===== config.mk =====
export PLATFORM = sky130hd
export DESIGN_NAME = alu_cmd_sequencer
export DESIGN_NICKNAME = d
export VERILOG_FILES = /design/src/rtl/alu_pkg.sv /design/src/rtl/alu_cmd_fifo.sv /design/src/rtl/alu_cmd_sequencer.sv
export SDC_FILE = /design/constraint.sdc
export NUM_CORES = 1
export LEC_CHECK = 0
export BUFFER_PORTS_ARGS = -buffer_cell sky130_fd_sc_hd__buf_4
export CORE_UTILIZATION = 30
export DETAILED_ROUTE_END_ITERATION = 10
export GPL_TIMING_DRIVEN = 1
export HOLD_SLACK_MARGIN = 0.1
export PLACE_DENSITY = 0.48
export SYNTH_ARGS = -nofsm -noshare
export SYNTH_HDL_FRONTEND = slang
export SYNTH_SLANG_ARGS = --single-unit

===== constraint.sdc =====
create_clock -name clk -period 4.5 [get_ports clk]
set_clock_uncertainty 0.2 [all_clocks]
set_input_delay 0.45 -clock clk [delete_from_list [all_inputs] [get_ports clk]]
set_output_delay 0.45 -clock clk [all_outputs]
set_load 0.02 [all_outputs]

===== src/rtl/alu_pkg.sv =====
// Shared definitions for the ALU command path: opcode encodings, command
// record layout, sequencer states and the opcode legality check.
package alu_pkg;

    localparam logic [3:0] OP_ADD = 4'b0001;
    localparam logic [3:0] OP_AND = 4'b0010;
    localparam logic [3:0] OP_SUB = 4'b0011;
    localparam logic [3:0] OP_MUL = 4'b0100;
    localparam logic [3:0] OP_SHL = 4'b0111;
    localparam logic [3:0] OP_SHR = 4'b1000;
    localparam logic [3:0] OP_SP1 = 4'b1001;
    localparam logic [3:0] OP_SP2 = 4'b1010;
    localparam logic [3:0] OP_SP3 = 4'b1011;
    localparam logic [3:0] OP_SP4 = 4'b1100;

    // One buffered command: 20 bits {a, b, opcode}
    typedef struct packed {
        logic [7:0] a;
        logic [7:0] b;
        logic [3:0] opcode;
    } cmd_t;

    typedef enum logic [1:0] {IDLE, ISSUE, GAP, RESP} seq_state_t;

    // Opcodes the ALU implements; anything else is answered locally with an error
    function automatic logic is_legal_op(input logic [3:0] opcode);
        case (opcode)
            OP_ADD, OP_AND, OP_SUB, OP_MUL, OP_SHL, OP_SHR,
            OP_SP1, OP_SP2, OP_SP3, OP_SP4: return 1'b1;
            default:                        return 1'b0;
        endcase
    endfunction

endpackage


===== src/rtl/alu_cmd_fifo.sv =====
// Small command FIFO with combinational head read so the sequencer can
// register the head onto the ALU bus in the same cycle it pops.
module alu_cmd_fifo
    import alu_pkg::*;
#(
    parameter int DEPTH = 4
) (
    input  logic                   clk,
    input  logic                   reset,
    input  logic                   push,
    input  cmd_t                   wr_data,
    input  logic                   pop,
    output cmd_t                   rd_data,
    output logic                   full,
    output logic                   empty,
    output logic [$clog2(DEPTH):0] count
);

    localparam int AW = $clog2(DEPTH);
    localparam int CW = AW + 1;

    cmd_t            mem [DEPTH];
    logic [AW-1:0]   wr_ptr_reg;
    logic [AW-1:0]   rd_ptr_reg;
    logic [CW-1:0]   count_reg;
    logic            do_push;
    logic            do_pop;

    // A push into a full FIFO is refused even if a pop frees a slot this cycle
    assign do_push = push & ~full;
    assign do_pop  = pop & ~empty;
    assign full    = (count_reg == CW'(DEPTH));
    assign empty   = (count_reg == '0);
    assign count   = count_reg;
    assign rd_data = mem[rd_ptr_reg];

    // Storage write; contents need no reset because count gates every read
    always_ff @(posedge clk) begin
        if (do_push) begin
            mem[wr_ptr_reg] <= wr_data;
        end
    end

    // Pointer and occupancy tracking; pointers wrap naturally at DEPTH
    always_ff @(posedge clk or posedge reset) begin
        if (reset) begin
            wr_ptr_reg <= '0;
            rd_ptr_reg <= '0;
            count_reg  <= '0;
        end else begin
            if (do_push) begin
                wr_ptr_reg <= wr_ptr_reg + 1'b1;
            end
            if (do_pop) begin
                rd_ptr_reg <= rd_ptr_reg + 1'b1;
            end
            case ({do_push, do_pop})
                2'b10:   count_reg <= count_reg + 1'b1;
                2'b01:   count_reg <= count_reg - 1'b1;
                default: count_reg <= count_reg;
            endcase
        end
    end

endmodule


===== src/rtl/alu_cmd_sequencer.sv =====
// Buffers ALU commands and issues them one at a time: start is held for the
// whole operation, the result is captured on done, and each issue is
// guarded by a timeout. Undefined opcodes are answered with an error
// without ever touching the ALU.
module alu_cmd_sequencer
    import alu_pkg::*;
#(
    parameter int DEPTH   = 4,
    parameter int TIMEOUT = 15
) (
    input  logic                   clk,
    input  logic                   reset,
    input  logic                   cmd_valid,
    output logic                   cmd_ready,
    input  logic [7:0]             cmd_a,
    input  logic [7:0]             cmd_b,
    input  logic [3:0]             cmd_opcode,
    output logic [7:0]             alu_a,
    output logic [7:0]             alu_b,
    output logic [3:0]             alu_opcode,
    output logic                   alu_start,
    input  logic                   alu_done,
    input  logic [15:0]            alu_result,
    output logic                   rsp_valid,
    input  logic                   rsp_ready,
    output logic [15:0]            rsp_result,
    output logic [3:0]             rsp_opcode,
    output logic                   rsp_err,
    output logic                   busy,
    output logic [$clog2(DEPTH):0] fifo_count
);

    localparam int CNT_W = $clog2(TIMEOUT + 1);

    seq_state_t        state_reg;
    logic [CNT_W-1:0]  tmo_cnt_reg;
    logic [CNT_W-1:0]  tmo_cnt_next;
    cmd_t              head;
    cmd_t              wr_cmd;
    logic              fifo_full;
    logic              fifo_empty;
    logic              push;
    logic              pop;

    assign wr_cmd       = '{a: cmd_a, b: cmd_b, opcode: cmd_opcode};
    assign cmd_ready    = ~fifo_full;
    assign push         = cmd_valid & ~fifo_full;
    // Only leave IDLE when the response slot is free
    assign pop          = (state_reg == IDLE) & ~fifo_empty & ~rsp_valid;
    assign busy         = (state_reg != IDLE) | ~fifo_empty;
    assign tmo_cnt_next = tmo_cnt_reg + 1'b1;

    alu_cmd_fifo #(
        .DEPTH (DEPTH)
    ) u_fifo (
        .clk     (clk),
        .reset   (reset),
        .push    (push),
        .wr_data (wr_cmd),
        .pop     (pop),
        .rd_data (head),
        .full    (fifo_full),
        .empty   (fifo_empty),
        .count   (fifo_count)
    );

    // Issue FSM with registered ALU drive and response outputs
    always_ff @(posedge clk or posedge reset) begin
        if (reset) begin
            state_reg   <= IDLE;
            tmo_cnt_reg <= '0;
            alu_a       <= '0;
            alu_b       <= '0;
            alu_opcode  <= '0;
            alu_start   <= 1'b0;
            rsp_valid   <= 1'b0;
            rsp_result  <= '0;
            rsp_opcode  <= '0;
            rsp_err     <= 1'b0;
        end else begin
            case (state_reg)
                IDLE: begin
                    if (pop) begin
                        alu_a       <= head.a;
                        alu_b       <= head.b;
                        alu_opcode  <= head.opcode;
                        rsp_opcode  <= head.opcode;
                        tmo_cnt_reg <= '0;
                        if (is_legal_op(head.opcode)) begin
                            alu_start <= 1'b1;
                            state_reg <= ISSUE;
                        end else begin
                            rsp_valid  <= 1'b1;
                            rsp_err    <= 1'b1;
                            rsp_result <= '0;
                            state_reg  <= RESP;
                        end
                    end
                end
                ISSUE: begin
                    // Start stays high with a stable bus; multi-cycle paths flush if it drops
                    tmo_cnt_reg <= tmo_cnt_next;
                    if (alu_done) begin
                        rsp_result <= alu_result;
                        rsp_err    <= 1'b0;
                        alu_start  <= 1'b0;
                        state_reg  <= GAP;
                    end else if (tmo_cnt_next == CNT_W'(TIMEOUT)) begin
                        rsp_result <= '0;
                        rsp_err    <= 1'b1;
                        alu_start  <= 1'b0;
                        state_reg  <= GAP;
                    end
                end
                GAP: begin
                    // One start-low cycle lets the ALU pipelines and done flop clear
                    rsp_valid <= 1'b1;
                    state_reg <= RESP;
                end
                RESP: begin
                    if (rsp_ready) begin
                        rsp_valid <= 1'b0;
                        state_reg <= IDLE;
                    end
                end
                default: state_reg <= IDLE;
            endcase
        end
    end

endmodule


==> flow_metrics.tcl <==
set metrics [dict create \
    dp_hpwl_um 7490 \
    final-max-slew-violation-count 0 \
    grt_max_degree 32 \
    top_regs "u_fifo.mem: 80 flops, rsp_result: 16 flops" \
    routed_via_density 4.58 \
    whs_path_depth 3 \
    numCtsBuffers 17 \
    drtIter0Drc 140 \
    coreArea_um2 17500 \
    drc 0 \
    max-vdd-ir-drop_v 0.000328 \
    cts.path.max_buffers 2 \
    rsz0062_at_grt "no" \
    grt_pass1_vias 3329 \
    r2r_setup_slack_ns 1.13 \
    cp.required_ns 4.65 \
    die_w_um 136 \
    synth_edf_count 80 \
    yosys_warnings 0 \
    syn_inst 315 \
    netlist_area_um2 5410 \
    port_buffers 88 \
    clock_sinks 132 \
    die_y_um 136 \
    largest_register_ffs 80 \
    regMostFlops "u_fifo.mem" \
    min_period_ns 3.37 \
    start_kind "register" \
    worst_setup_path_end_kind "register" \
    drive_gt1_frac 0.387 \
    fin_area_um2 7290 \
    r2r_cells 8 \
    firstDrtPassIters 4 \
    n_antenna_cell 0 \
    cts-htree-levels 4 \
    use_met1 0.162 \
    cts_setup_buffers 0 \
    post-route-period-util 0.750 \
    hold_class "in -> reg" \
    startpoint "u_fifo.rd_ptr_reg[0]" \
    drv_cap 0 \
    critPathKind "reg -> reg" \
    dieArea_um2 18600 \
    nets 506 \
    top_usage_layer "met2" \
    holdWs_ns 0.170 \
    ys_ff_latch 132 \
    synth_seq_area_share 0.684 \
    wirelength_um 11500 \
    grt_util_met3 0.0433 \
    cts_tree "done" \
    start_util 0.310 \
    insertion_delay_ns 0.42 \
    syn-num-nets 371 \
    timing.fmax_ghz 0.296 \
    synth_ff_type "edfxtp_1" \
    worst_pin_slew_ns 0.983 \
    setup_viol 0 \
    p_leak_nw 2.96 \
    setup_tns_ns 0 \
    cts_root_buffer "clkbuf_16" \
    hp-start "rsp_ready" \
    ios 89 \
    grtUsageTotal 0.135 \
    outcome "completed" \
    wl_per_cell_um 16.7 \
    ant_nets 0 \
    grtUsageMet2 0.222 \
    routabilityCongestion 0.767 \
    hold_buffers 37 \
    hold_viol 0 \
    grt_pass1_wl_um 18000 \
    clk_pin_slew_ns 0.06 \
    yosysTopAreaCell "edfxtp_1" \
    synth_area_leaders "edfxtp_1, dfrtp_1, mux4_2, mux2_2, ha_1" \
    area_growth_syn_to_layout_pct 34.7 \
    p_per_area_nw_per_um2 692 \
    synth_cell_types 39 \
    antenna_found_initial 0 \
    critPathArrivalTime_ns 3.52 \
    r2r_start "u_fifo.rd_ptr_reg[0]" \
    ctsResizeCount 0 \
    avgSynthCellArea_um2 17.2 \
    fin_ws_ns 1.13 \
    vias 3151 \
    cp_max_fo 17 \
    synthArstFlopShare 0.394 \
    dpl_cell_area_um2 6320 \
    maxSlewHeadroom 0.344 \
    gr-total-overflow 0 \
    num_rows 48 \
    dpl_worst_slack_ns 1.12 \
    synth_top_area_frac 0.444 \
]
-- power by group --
part / switching (mW) / total, mW / internal (mW)
registers: 0.224 / 1.88 / 1.66
clock network: 0.509 / 1.37 / 0.860
logic: 0.938 / 1.80 / 0.859
-- synth_stat cells (2+ instances only) --
library cell	count
a21oi_1	4
a22o_1	18
and3_1	4
buf_2	4
buf_4	4
buf_6	2
clkbuf_1	6
dfrtp_1	52
edfxtp_1	80
ha_1	14
inv_1	14
mux2_2	21
mux2_4	2
mux2i_1	6
mux4_2	20
nand2_1	18
nand2b_1	3
nand3_1	3
nor2_1	5
nor2b_1	4
nor3b_2	2
o21ai_0	8
xnor2_1	3
xor2_1	3
-- logic make-up (layout without fill, tap and decap cells) --
group / count (synthesis) / in the layout / synth area share
buffers and inverters: 31 / 179 / 0.0280
adders and majority gates: 15 / 15 / 0.0361
muxes: 49 / 49 / 0.144
AOI/OAI and AO/OA: 38 / 38 / 0.0550
and+or+nand+nor: 44 / 44 / 0.0437
xor gates and xnor gates: 6 / 6 / 0.00971
DFF: 132 / 132 / 0.684
-- critical path: stages (launching register included) --
cell and delay [ns]:
dfrtp_2 0.61, mux4_2 0.57, inv_1 0.07, ha_1 0.30, o21ai_0 0.12, mux4_2 0.52
or2_4 0.28, a21oi_4 0.42, a22o_1 0.21
-- through the flow --
stage               total power, mW  std cells   util
floorplan                      3.10        315      -
global placement               3.68        619  0.362
detailed placement             3.72        619  0.362
CTS                            5.13        688  0.417
global route                   5.35        688  0.417
finish                         5.05        688  0.417
-- cell usage in the layout, fill, tap and decap left out, types with 2 or more instances in the layout --
| cell type | instances |
|---|---|
| clkinvlp_4 | 2 |
| clkinv_4 | 3 |
| buf_4 | 96 |
| o21ai_0 | 8 |
| and3_1 | 4 |
| mux2_2 | 21 |
| inv_1 | 13 |
| bufinv_16 | 2 |
| xor2_1 | 3 |
| nor2_1 | 5 |
| nand2_1 | 18 |
| nand3_1 | 3 |
| xnor2_1 | 3 |
| nand2b_1 | 3 |
| mux2_4 | 2 |
| mux4_2 | 20 |
| dfrtp_1 | 51 |
| clkinv_2 | 3 |
| a22o_1 | 18 |
| mux2i_1 | 6 |
| edfxtp_1 | 80 |
| clkbuf_16 | 17 |
| nor2b_1 | 4 |
| ha_1 | 14 |
| a21oi_1 | 4 |
| dlygate4sd3_1 | 37 |
| clkbuf_8 | 3 |
-- layer usage --
| layer | routed length, µm | up-vias | part of all wire |
|---|---|---|---|
| li1 | - | 1463 | - |
| met1 | 5170 | 1587 | 0.45 |
| met5 | 0 | - | 0 |
| met4 | 159 | 0 | 0.014 |
| met3 | 634 | 12 | 0.055 |
| met2 | 5560 | 89 | 0.48 |
-- worst paths after layout --
check | endpoint
max | rsp_result[1]
min | rsp_valid
max reg2reg | rsp_result[1]
min reg2reg | rsp_result[6]
max in group asynchronous | u_fifo.rd_ptr_reg[0]
min in group asynchronous | rsp_result[15]
-- layout make-up --
type                            instances  area [µm²]
Clock buffer                           21         470
Clock inverter                         11         125
Fill cell                            1568       10200
Inverter                               14        52.6
Multi-Input combinational cell        152        1570
Sequential cell                       132        3700
Tap cell                              225         282
Timing Repair Buffer                  133        1090
Power figures use the tool's default switching activity.
